### src/rtl/cdc_hs_tx_pkg.sv
// -----------------------------------------------------------------------------
// cdc_pkg
// Shared definitions for the four-phase req/ack CDC handshake. The source-side
// transmitter (cdc_hs_tx) and the destination-side receiver both use the same
// FSM state constants, so state dumps read identically on either side.
// -----------------------------------------------------------------------------
package cdc_pkg;

    // 2-bit FSM state encoding (plain constants so legacy code can share them)
    localparam logic [1:0] IDLE   = 2'd0;
    localparam logic [1:0] REQ_HI = 2'd1;
    localparam logic [1:0] REQ_LO = 2'd2;

    // True while the FSM is waiting on the far side (either handshake phase)
    function automatic logic is_waiting(input logic [1:0] state);
        return (state == REQ_HI) || (state == REQ_LO);
    endfunction

endpackage

### src/rtl/cdc_hs_tx_sync_chain.sv
// -----------------------------------------------------------------------------
// sync_chain
// Single-bit multi-flop synchroniser. Brings an asynchronous level into the
// i_clk domain after NUM_STAGES rising edges.
// Ports:
//   i_clk  in  destination clock
//   i_rst  in  asynchronous active-high reset (chain clears to 0)
//   i_d    in  asynchronous input level
//   o_q    out synchronised level (last flop of the chain)
// -----------------------------------------------------------------------------
module sync_chain
    import cdc_pkg::*;
#(
    parameter int NUM_STAGES = 2
) (
    input  logic i_clk,
    input  logic i_rst,
    input  logic i_d,
    output logic o_q
);

    logic [NUM_STAGES-1:0] r_chain;

    // Shift the asynchronous level through the flop chain
    always_ff @(posedge i_clk or posedge i_rst) begin
        if (i_rst) begin
            r_chain <= {NUM_STAGES{1'b0}};
        end else begin
            r_chain <= {r_chain[NUM_STAGES-2:0], i_d};
        end
    end

    assign o_q = r_chain[NUM_STAGES-1];

endmodule

### src/rtl/cdc_hs_tx.sv
// -----------------------------------------------------------------------------
// cdc_hs_tx
// Source-domain end of a four-phase req/ack handshake carrying a multi-bit
// word across a clock-domain boundary. A word is accepted on valid/ready, held
// stable on o_cdc_data and announced with o_cdc_req; the destination's
// acknowledge is synchronised and walked through the full four-phase cycle
// before the next word may be accepted. One word in flight, no buffering.
// Ports:
//   i_clk          in  source clock (rising edge)
//   i_rst          in  asynchronous active-high reset
//   i_src_data     in  word to transfer
//   i_src_valid    in  i_src_data is valid
//   o_src_ready    out block can accept a word this cycle
//   o_cdc_data     out registered word, stable while req or synchronised ack high
//   o_cdc_req      out registered four-phase request
//   i_cdc_ack      in  asynchronous acknowledge from the destination domain
//   o_xfer_done    out one-cycle pulse when a handshake completes
//   o_timeout_err  out sticky flag: a handshake phase lasted TIMEOUT_CYCLES
//   i_err_clr      in  synchronous clear of o_timeout_err (a new set wins)
// -----------------------------------------------------------------------------
module cdc_hs_tx
    import cdc_pkg::*;
#(
    parameter int BUS_WIDTH      = 8,
    parameter int NUM_STAGES     = 2,
    parameter int TIMEOUT_CYCLES = 256
) (
    input  logic                 i_clk,
    input  logic                 i_rst,
    input  logic [BUS_WIDTH-1:0] i_src_data,
    input  logic                 i_src_valid,
    output logic                 o_src_ready,
    output logic [BUS_WIDTH-1:0] o_cdc_data,
    output logic                 o_cdc_req,
    input  logic                 i_cdc_ack,
    output logic                 o_xfer_done,
    output logic                 o_timeout_err,
    input  logic                 i_err_clr
);

    localparam int CNT_W = (TIMEOUT_CYCLES > 0) ? $clog2(TIMEOUT_CYCLES + 1) : 1;

    logic [1:0]           r_state;
    logic [BUS_WIDTH-1:0] r_data;
    logic                 r_req;
    logic                 r_done;

    logic                 w_ack_s;
    logic [1:0]           w_state_nxt;
    logic                 w_load;
    logic                 w_req_nxt;
    logic                 w_done_nxt;
    logic                 w_src_ready;

    sync_chain #(
        .NUM_STAGES (NUM_STAGES)
    ) u_ack_sync (
        .i_clk (i_clk),
        .i_rst (i_rst),
        .i_d   (i_cdc_ack),
        .o_q   (w_ack_s)
    );

    // A late ack from an aborted handshake must drain before a new accept
    assign w_src_ready = (r_state == IDLE) && !w_ack_s;

    // Next-state and output decode for the four-phase handshake
    always_comb begin
        w_state_nxt = r_state;
        w_load      = 1'b0;
        w_req_nxt   = r_req;
        w_done_nxt  = 1'b0;
        case (r_state)
            IDLE: begin
                if (i_src_valid && w_src_ready) begin
                    w_state_nxt = REQ_HI;
                    w_load      = 1'b1;
                    w_req_nxt   = 1'b1;
                end else begin
                    w_state_nxt = IDLE;
                end
            end
            REQ_HI: begin
                // Only a rising ack advances; a falling glitch here is ignored
                if (w_ack_s) begin
                    w_state_nxt = REQ_LO;
                    w_req_nxt   = 1'b0;
                end else begin
                    w_state_nxt = REQ_HI;
                end
            end
            REQ_LO: begin
                if (!w_ack_s) begin
                    w_state_nxt = IDLE;
                    w_done_nxt  = 1'b1;
                end else begin
                    w_state_nxt = REQ_LO;
                end
            end
            default: begin
                w_state_nxt = IDLE;
                w_req_nxt   = 1'b0;
            end
        endcase
    end

    // Handshake state, request and completion pulse registers
    always_ff @(posedge i_clk or posedge i_rst) begin
        if (i_rst) begin
            r_state <= IDLE;
            r_req   <= 1'b0;
            r_done  <= 1'b0;
        end else begin
            r_state <= w_state_nxt;
            r_req   <= w_req_nxt;
            r_done  <= w_done_nxt;
        end
    end

    // Data register: written only on an accept so it is frozen during a transfer
    always_ff @(posedge i_clk or posedge i_rst) begin
        if (i_rst) begin
            r_data <= {BUS_WIDTH{1'b0}};
        end else if (w_load) begin
            r_data <= i_src_data;
        end else begin
            r_data <= r_data;
        end
    end

    generate
        if (TIMEOUT_CYCLES > 0) begin : g_timeout
            localparam logic [CNT_W-1:0] CNT_LAST = CNT_W'(TIMEOUT_CYCLES - 1);

            logic [CNT_W-1:0] r_cnt;
            logic             r_err;
            logic             w_waiting;
            logic             w_hit;

            assign w_waiting = is_waiting(r_state);
            assign w_hit     = w_waiting && (r_cnt == CNT_LAST);

            // Per-phase wait counter; restarts on every state change, saturates at the limit
            always_ff @(posedge i_clk or posedge i_rst) begin
                if (i_rst) begin
                    r_cnt <= {CNT_W{1'b0}};
                end else if ((w_state_nxt != r_state) || !w_waiting) begin
                    r_cnt <= {CNT_W{1'b0}};
                end else if (!w_hit) begin
                    r_cnt <= r_cnt + CNT_W'(1);
                end else begin
                    r_cnt <= r_cnt;
                end
            end

            // Sticky error; a set in the same cycle as a clear takes priority
            always_ff @(posedge i_clk or posedge i_rst) begin
                if (i_rst) begin
                    r_err <= 1'b0;
                end else if (w_hit) begin
                    r_err <= 1'b1;
                end else if (i_err_clr) begin
                    r_err <= 1'b0;
                end else begin
                    r_err <= r_err;
                end
            end

            assign o_timeout_err = r_err;
        end else begin : g_no_timeout
            assign o_timeout_err = 1'b0;
        end
    endgenerate

    assign o_src_ready = w_src_ready;
    assign o_cdc_data  = r_data;
    assign o_cdc_req   = r_req;
    assign o_xfer_done = r_done;

endmodule
### config.mk
export PLATFORM = sky130hd
export DESIGN_NAME = cdc_hs_tx
export DESIGN_NICKNAME = d
export VERILOG_FILES = /design/src/rtl/cdc_hs_tx_pkg.sv /design/src/rtl/cdc_hs_tx_sync_chain.sv /design/src/rtl/cdc_hs_tx.sv
export SDC_FILE = /design/constraint.sdc
export NUM_CORES = 1
export LEC_CHECK = 0
export ABC_AREA = 1
export CORE_MARGIN = 2
export CORE_UTILIZATION = 52
export DETAILED_ROUTE_END_ITERATION = 7
export GPL_TIMING_DRIVEN = 0
export PLACE_DENSITY = 0.86
export SYNTH_ARGS = -nofsm -noshare
export SYNTH_HDL_FRONTEND = slang
export SYNTH_SLANG_ARGS = --single-unit
### constraint.sdc
create_clock -name i_clk -period 4.89 [get_ports i_clk]
set_input_delay 0.7335 -clock i_clk [delete_from_list [all_inputs] [get_ports i_clk]]
set_output_delay 0.7335 -clock i_clk [all_outputs]
set_load 0.01 [all_outputs]
# Yosys cells after proc, flatten, opt, wreduce, memory -nomap -nowiden
# Cells that the tools add are included.
# word_totals
output_inout_bits,12
wordCells,41
memories,0
romBits,0
mem_bits_rw,0
latchBits,0
input_bits,13
reg_bits,24
# op_classes
div_mod_pow,0
n_reduce_logical,10
n_eq_ne,7
order_cmp,0
mul,0
bitwise,1
n_mux,15
n_shift,0
addsub,1
# op_table
operator,n
$mux W9,2
$add A9 B1 Y9 const B,1
$eq A9 B8 Y1 const B,1
$mux W1,9
$ne A2 B1 Y1 const B,3
$pmux W2 S3,1
$mux W2,2
$logic_and A1 B1 Y1,3
$pmux W1 S3,1
$reduce_and A3 Y1,1
$eq A2 B1 Y1 const B,1
$eq A2 B2 Y1 const B,1
$logic_not A1 Y1,2
$logic_not A2 Y1,1
$logic_or A1 B1 Y1,2
$ne A2 B2 Y1,1
$reduce_bool A2 Y1,1
$not A1 Y1,1

# Depth between registers and ports, before layout
# Gate-level depths: netlist of run 1.
# logic_depth
ltp_word,8
mapped_depth,11
ltp_nobuf,11

# Modules after synthesis
# A second synthesis of run 1 with hierarchy kept.
# hier_totals
hier_cells,131
hier_area_um2,1172.4
# by_module_without_submodules
module,area_per_inst_um2,n_inst,seq_area_each_um2,cells_per_inst
cdc_hs_tx,1118.6,1,550.5,128
sync_chain,53.8,1,50.0,3

# Worst setup path before layout of run 1
# OpenSTA, ideal clock, no wires.
# synth_path
path_kind,register to register
start,register g_timeout.r_cnt[0]
end,register g_timeout.r_cnt[2]
required_time_ps,4816
arrival_time_ps,1630
path_stages_with_launch,10
n_path_buf,0
setup_time_ps,74
slack_ps,3186
synth_period_minus_slack_ps,1704
cell_sequence,dfrtp_1 > ha_1 > nand2_1 > nor4_1 > ha_1 > nand2_2 > inv_2 > nor2_2 > or2_2 > nor2_1
# synth_between
elab_chain_len,3
elab_cells_between_ends,6
cone_classes,add/sub (1); eq/ne (2); mux (2); reduce/logical (1)
# synth_rtl
item,line_no,rtl
from (decl),cdc_hs_tx.sv:135,logic [CNT_W-1:0] r_cnt;
from (signal assigned),cdc_hs_tx.sv:146,r_cnt <= {CNT_W{1'b0}};
from (signal assigned),cdc_hs_tx.sv:148,r_cnt <= {CNT_W{1'b0}};
from (signal assigned),cdc_hs_tx.sv:150,r_cnt <= r_cnt + CNT_W'(1);
$add A9 B1 Y9 or $eq A9 B8 Y1 (tied branches),"cdc_hs_tx.sv:150, cdc_hs_tx.sv:141",
$mux W9 or $logic_and A1 B1 Y1 (tied branches),"cdc_hs_tx.sv:149, cdc_hs_tx.sv:141",
$mux W9 or $ne A2 B1 Y1 (tied branches),--,
# Several ways; a longest one is shown, not always the timed one. The select of a mux whose other input is x is not followed.
# A chain may end at the register's enable or synchronous reset.

# Worst setup path after layout of run 1
# layout_path
start,register r_state[0]
end,output o_src_ready
# layout_between
elab_chain_len,2
# layout_rtl
item,line_no,rtl
from (decl),cdc_hs_tx.sv:43,logic [1:0] r_state;
from (signal assigned),cdc_hs_tx.sv:114,r_state <= w_state_nxt;
$logic_not A2 Y1,cdc_hs_tx.sv:65,assign w_src_ready = (r_state == IDLE) && !w_ack_s;
$logic_and A1 B1 Y1,cdc_hs_tx.sv:65,
to (decl),cdc_hs_tx.sv:32,"output logic o_src_ready,"
# No other way between the ends.

==> metrics, run 1 <==
data arrival time of the worst path=1830 ps; FF-to-FF setup slack=2900 ps; Detailed Place HPWL=1510 µm; row count=16; Reg clk slew, reported paths=130 ps; number of violations reported at the end of detailed-routing iteration 0=13; number of hold buffers added after CTS=0; required time of the worst setup path=4160 ps; antenna cell count=0; worst setup path endpoint=o_src_ready; clock buffer count from CTS=3; number of endpoints failing setup at the final stage=0; utilization after layout=72.1%; Synth Instances=128; power density of the placed cells=386 mW/mm²; number of buffer cells added on primary ports=24; slowest cell on the critical path=sky130_fd_sc_hd__clkdlybuf4s50_1; final worst clock skew=3.88 ps; wire length per cell after detailed routing=between 10 and 15 µm; area of the mapped netlist=~0.0011 mm²; CTS tree=done; part of the Yosys area used for sequential elements=53.0%; stages on the worst setup path=5; max_cap viols=0; die outline width=between 50 and 60 µm; number of antenna violations at the first check in global routing=0; cell with the most instances on the worst path=sky130_fd_sc_hd__inv_1; syn_nets=147; number of cells in the finished layout apart from fillers=183; remaining number of nets flagged by the antenna check after routing=0; fraction of layout cells with a size suffix above 1=between 10% and 20%; most frequent standard cell in the layout excluding fill and tap cells=sky130_fd_sc_hd__nand2_1; final count of hold timing violations=0; cell count after placement=approximately 180; GRT met3 Usage=2.68%; area added between synthesis and finish=27.4%; number of flip-flops and latches in the synthesized netlist=24; most congested layer reported by global routing=met2; number of clock sinks seen by CTS=24; max-slew headroom at the worst pin=about two fifths; clock buffer depth=2; Detailed Route WL=2040 µm; average via count per standard cell=4.99; final-report max-slew violation count=0; reg-to-reg startpoint=g_timeout.r_cnt[0]; power after layout=~0.56 mW; Max Freq=390 MHz; delay of the slowest cell on the worst path=540 ps; wire length of the first global-routing pass=between 3000 and 4000 µm; status=completed; drt first pass iters=4; Worst Path Max Fanout=4; largest voltage drop on the vdd net=275 µV; commonest cells after routing, fill and taps aside=sky130_fd_sc_hd__nand2_1, sky130_fd_sc_hd__dfrtp_1, sky130_fd_sc_hd__clkdlybuf4s50_1; worst slew pin tran=873 ps; worst path cell trace=inv_1 > ha_1 > inv_1 > nor2_1 > clkdlybuf4s50_1; number of DRC violations after detailed routing=0; leakage power summed over all cells=0.699 nW; cell depth of the worst flop-to-flop path=9; Clk Latency, worst-skew pair=320 ps; setup bufs post-CTS=0; cell family contributing the most delay on the critical path=buffers and inverters; Chip Height=a little over 50 µm; worst hold-check path type=reg -> reg; CP startpoint kind=flop; met2 usage=32.9%; Die Outline Area=0.00257 mm²; total buffers and inverters traversed by the critical path=3; Critical Setup Path Class=reg -> out; root buffer selected by CTS=sky130_fd_sc_hd__clkbuf_4; via count of the first global-routing pass=872; area of the core=around 0.002 mm²; final total negative setup slack=0 ps; Critical path origin=r_state[0]; H-tree Lvls=1; design area=0.00144 mm²; crit path time final=2570 ps; fraction of post-synthesis cell area in the top cell type by area=between 50% and 60%; most area-hungry cell type in the Yosys netlist=sky130_fd_sc_hd__dfrtp_1; CP endpoint kind=output pin; maximum number of pins on one net before global-route repair=25; I/O pin count=25; Warnings, synthesis=0; quantity of gates resized following cts=0; placement-stage cell area=approximately 0.0014 mm²; average cell area after synthesis=a little under 9 µm²; effective utilization at floorplan=a little under three fifths; setup repair after global routing missed its margin=false; leading post-synthesis cells by cell area=sky130_fd_sc_hd__dfrtp_1, sky130_fd_sc_hd__nand2_1, sky130_fd_sc_hd__ha_1; capture instance of the worst register-to-register path=g_timeout.r_cnt[2]; portion of the clock cycle consumed by the worst path in the final layout=a little over half; Overall Global Routing Usage=roughly a fifth; Congestion Overflow GR=0; global placement routability congestion=0.756; total via count after detailed routing=913; # nets final=176; fraction of met1 tracks used by global routing=23.0%; Cell variety after synth=23
[how the worst min path moves through the flow]
stage | startpoint | end | slack [ps] | cells past startpoint
after floorplan | u_ack_sync.r_chain[0] | u_ack_sync.r_chain[1] | 330 | 0
after global placement | u_ack_sync.r_chain[0] | u_ack_sync.r_chain[1] | 330 | 0
after detailed placement | u_ack_sync.r_chain[0] | u_ack_sync.r_chain[1] | 340 | 0
after CTS | u_ack_sync.r_chain[0] | u_ack_sync.r_chain[1] | 370 | 0
after global routing | u_ack_sync.r_chain[0] | u_ack_sync.r_chain[1] | 380 | 0
final | u_ack_sync.r_chain[0] | u_ack_sync.r_chain[1] | 370 | 0
[per-stage QoR]
step | setup WS [ps] | hold WS [ps]
6_report | 2320 | 369
5_1_grt | 2230 | 378
4_1_cts | 2340 | 371
3_5_place_dp | 2690 | 341
3_3_place_gp | 2720 | 334
2_1_floorplan | 3190 | 331
[metal layers]
layer	vias up	share of wire, %
met4	0	1.7
li1	451	-
met5	-	0
met1	431	44
met2	25	51
met3	6	3.6
[synthesized netlist by cell type]
| cell type | count |
|---|---|
| sky130_fd_sc_hd__nand3_2 | 1 |
| sky130_fd_sc_hd__nor4_1 | 1 |
| sky130_fd_sc_hd__dfrtp_1 | 24 |
| sky130_fd_sc_hd__inv_2 | 2 |
| sky130_fd_sc_hd__a21boi_0 | 1 |
| sky130_fd_sc_hd__clkinv_1 | 1 |
| sky130_fd_sc_hd__nor3_1 | 1 |
| sky130_fd_sc_hd__a21o_2 | 1 |
| sky130_fd_sc_hd__nor2_1 | 12 |
| sky130_fd_sc_hd__nand3_4 | 1 |
| sky130_fd_sc_hd__nand2_1 | 39 |
| sky130_fd_sc_hd__inv_1 | 15 |
| sky130_fd_sc_hd__nand3_1 | 7 |
| sky130_fd_sc_hd__nand4_1 | 1 |
| sky130_fd_sc_hd__nor2_4 | 1 |
| sky130_fd_sc_hd__o21ai_0 | 2 |
| sky130_fd_sc_hd__ha_1 | 6 |
| sky130_fd_sc_hd__nand2_4 | 1 |
| sky130_fd_sc_hd__nor2_2 | 1 |
| sky130_fd_sc_hd__or2_2 | 1 |
| sky130_fd_sc_hd__xnor2_1 | 2 |
| sky130_fd_sc_hd__a21oi_1 | 4 |
| sky130_fd_sc_hd__nand2_2 | 3 |
[report_power, final]
part	total [mW]	internal, mW	switching, mW
clock	0.104	0.0455	0.0584
sequential	0.260	0.236	0.0240
combinational	0.192	0.0984	0.0939
total	0.557	0.380	0.176
[registers in the layout, indices dropped and copies added (netlist names)]
| signal | cells |
|---|---|
| g_timeout.r_cnt | 9 |
| o_cdc_data | 8 |
| o_cdc_req | 1 |
| o_timeout_err | 1 |
| o_xfer_done | 1 |
| r_state | 2 |
| u_ack_sync.r_chain | 2 |
[logic make-up (layout without fill, tap and decap cells)]
logic type,count (synthesis),after routing,synth area share [%]
AND/OR/NAND/NOR,70,70,28.7
flip-flops,24,24,53.0
buffers and inverters,18,46,5.97
AO/OA/AOI/OAI,8,8,4.09
adder cells (fa/ha/maj),6,6,6.63
XOR/XNOR,2,2,1.55
[cell type report]
type,count,area [µm²]
clock buffers,4,36.3
repair buffers,24,240
inverters,18,67.6
flip-flops and latches,24,601
fillers,143,559
multi-input cells,86,464
well taps,27,33.8
No activity file was read; power rests on OpenSTA's default activity.
==> run 2: changes to the inputs <==
Settings changed: CORE_UTILIZATION 52 to 49, PLACE_DENSITY 0.86 to 0.82.
Clock period 4.89 ns to 2.5 ns, I/O delays scaled along.
==> run 2 against run 1 <==
Compared with the run above:
- total power grew 95%
- routed wire length is 3.8% higher
- design area is essentially flat
- setup slack worse by 2000 ps
- largest power group unchanged
- critical path type unchanged
- clock power up 92%
- final cell count is 0.55% higher
- combinational power rose by 96%
- global-route usage fell by 0.71 points
- clock skew grew 9.0 ps
- first-iteration DRC count up 130%
==> metrics, run 2 (synthesis results as in run 1) <==
final-report max-slew violation count=0 (unchanged); CTS tree=done; worst path cell trace=inv_1 > ha_1 > inv_1 > nor2_1 > clkdlybuf4s50_1; Critical Setup Path Class=reg -> out; Clk Latency, worst-skew pair=310 ps (about the same); I/O pin count=25 (unchanged); CP startpoint kind=flop; clock buffer depth=2 (unchanged); area of the core=0.00219 mm² (+9.4%); cell family contributing the most delay on the critical path=buffers and inverters; antenna cell count=0 (unchanged); clock share of power=18.4% (-0.3 points); commonest cells after routing, fill and taps aside=sky130_fd_sc_hd__nand2_1, sky130_fd_sc_hd__dfrtp_1, sky130_fd_sc_hd__clkdlybuf4s50_1; setup repair after global routing missed its margin=false; Detailed Place HPWL=1530 µm (+1.3%); Die Outline Area=0.00271 mm² (+5.6%); drt first pass iters=4 (unchanged); net switching fraction of the power=31.6% (-0.12 points); number of endpoints failing setup at the final stage=0 (unchanged); number of violations reported at the end of detailed-routing iteration 0=30 (+17); status=completed; number of clock sinks seen by CTS=24 (unchanged); reg-to-reg startpoint=g_timeout.r_cnt[0]; # nets final=176 (unchanged); worst hold-check path type=reg -> reg; fraction of layout cells with a size suffix above 1=10.3% (unchanged); max-slew headroom at the worst pin=41.4% (-0.32 points); number of hold buffers added after CTS=0 (unchanged); via count of the first global-routing pass=829 (-4.9%); maximum number of pins on one net before global-route repair=25 (unchanged); combinational group share of total power=34.6% (about the same); total buffers and inverters traversed by the critical path=3 (unchanged); power after layout=1.09 mW (+95%); quantity of gates resized following cts=0 (unchanged); register with the most flip-flops=g_timeout.r_cnt; largest voltage drop on the vdd net=428 µV (+55%); Congestion Overflow GR=0 (unchanged); number of antenna violations at the first check in global routing=0 (unchanged); leakage power summed over all cells=0.699 nW (unchanged); area added between synthesis and finish=27.5% (about the same); wire length per cell after detailed routing=11.5 µm (+3.2%); Max Freq=453 MHz; final count of hold timing violations=0 (unchanged); cell with the most instances on the worst path=sky130_fd_sc_hd__inv_1; Overall Global Routing Usage=17.9% (-0.71 points); slowest cell on the critical path=sky130_fd_sc_hd__clkdlybuf4s50_1; max_cap viols=0 (unchanged); Critical path origin=r_state[0]; row count=17 (+1); die outline width=52.1 µm (+2.8%); worst slew pin tran=878 ps (+4.85 ps); power density of the placed cells=753 mW/mm² (+95%); Detailed Route WL=2120 µm (+3.8%); Chip Height=52.1 µm (+2.8%); remaining number of nets flagged by the antenna check after routing=0 (unchanged); final worst clock skew=12.8 ps (+8.97 ps); root buffer selected by CTS=sky130_fd_sc_hd__clkbuf_4; final total negative setup slack=0 ps (unchanged); start point of the worst hold path=u_ack_sync.r_chain[0]; number of DRC violations after detailed routing=0 (unchanged); internal power=0.744 mW (+96%); Worst Path Max Fanout=4 (unchanged); sequential fraction of design power=47.0% (+0.2 points); data arrival time of the worst path=1830 ps (about the same); delay of the slowest cell on the worst path=540 ps (about the same); number of flip-flops under the largest register name=9 (unchanged); most frequent standard cell in the layout excluding fill and tap cells=sky130_fd_sc_hd__nand2_1; H-tree Lvls=1 (unchanged); Setup WS pre-CTS=564 ps (-2130 ps); portion of the clock cycle consumed by the worst path in the final layout=88.3%; effective utilization at floorplan=51.7% (-4.9 points); setup bufs post-CTS=0 (unchanged); crit path time final=2210 ps; global placement routability congestion=0.796 (+5.3%); Reg clk slew, reported paths=130 ps (about the same); number of buffer cells added on primary ports=24 (unchanged); total via count after detailed routing=890 (-2.5%); final worst-path setup slack=292 ps (-2030 ps); CP endpoint kind=output pin; wire length of the first global-routing pass=3530 µm (-2.5%); required time of the worst setup path=2120 ps (-2040 ps); clock buffer count from CTS=3 (unchanged); average via count per standard cell=4.84 (-3.0%); Sw Pwr=0.343 mW (+94%)
==> run 2: cell counts in the layout (fill, tap and decap cells not counted) <==
No cell type changed its count.
==> run 2: power groups by stage <==
stage	clock, mW	combinational [mW]	sequential (mW)
after global placement	0	0.366	0.513
after global routing	0.222	0.425	0.518
after floorplan	0	0.172	0.541
after CTS	0.207	0.382	0.510
final	0.200	0.376	0.511
after detailed placement	0	0.379	0.518
==> run 2: worst paths after layout <==
kind                            slack [ps]               endpoint  cells past startpoint
worst max-delay path                   290            o_src_ready                      5
worst min-delay path                   420  u_ack_sync.r_chain[1]                      0
worst max register to register         540     g_timeout.r_cnt[2]                      9
worst min register to register         420  u_ack_sync.r_chain[1]                      0
max in group asynchronous             1420          o_cdc_data[6]                      2
min in group asynchronous              530          o_cdc_data[3]                      2
==> run 2: area by class of cell <==
| class | instances | area [µm²] |
|---|---|---|
| sequential | 24 | 601 |
| timing repair buffer | 24 | 240 |
| clock buffer | 4 | 36.3 |
| fill | 190 | 747 |
| inverter | 18 | 67.6 |
| multi-input combinational | 86 | 464 |
| tap | 28 | 35.0 |
==> run 2: routing by layer <==
layer	vias to the layer above	share of wire (%)	GRT usage (%)
met5	-	0	0
met1	407	45	20.6
met3	5	5.6	3.16
met4	0	1.5	6.58
met2	28	48	32.7
li1	450	-	-
==> run 2: per-stage QoR <==
step	hold slack (ps)	instances	util (%)	instance area, µm²
after floorplan	331	128	-	1130
after global placement	333	180	64.2	1410
after detailed placement	366	180	64.2	1410
after CTS	416	184	65.9	1440
after global routing	413	184	65.9	1440
final	415	184	65.9	1440
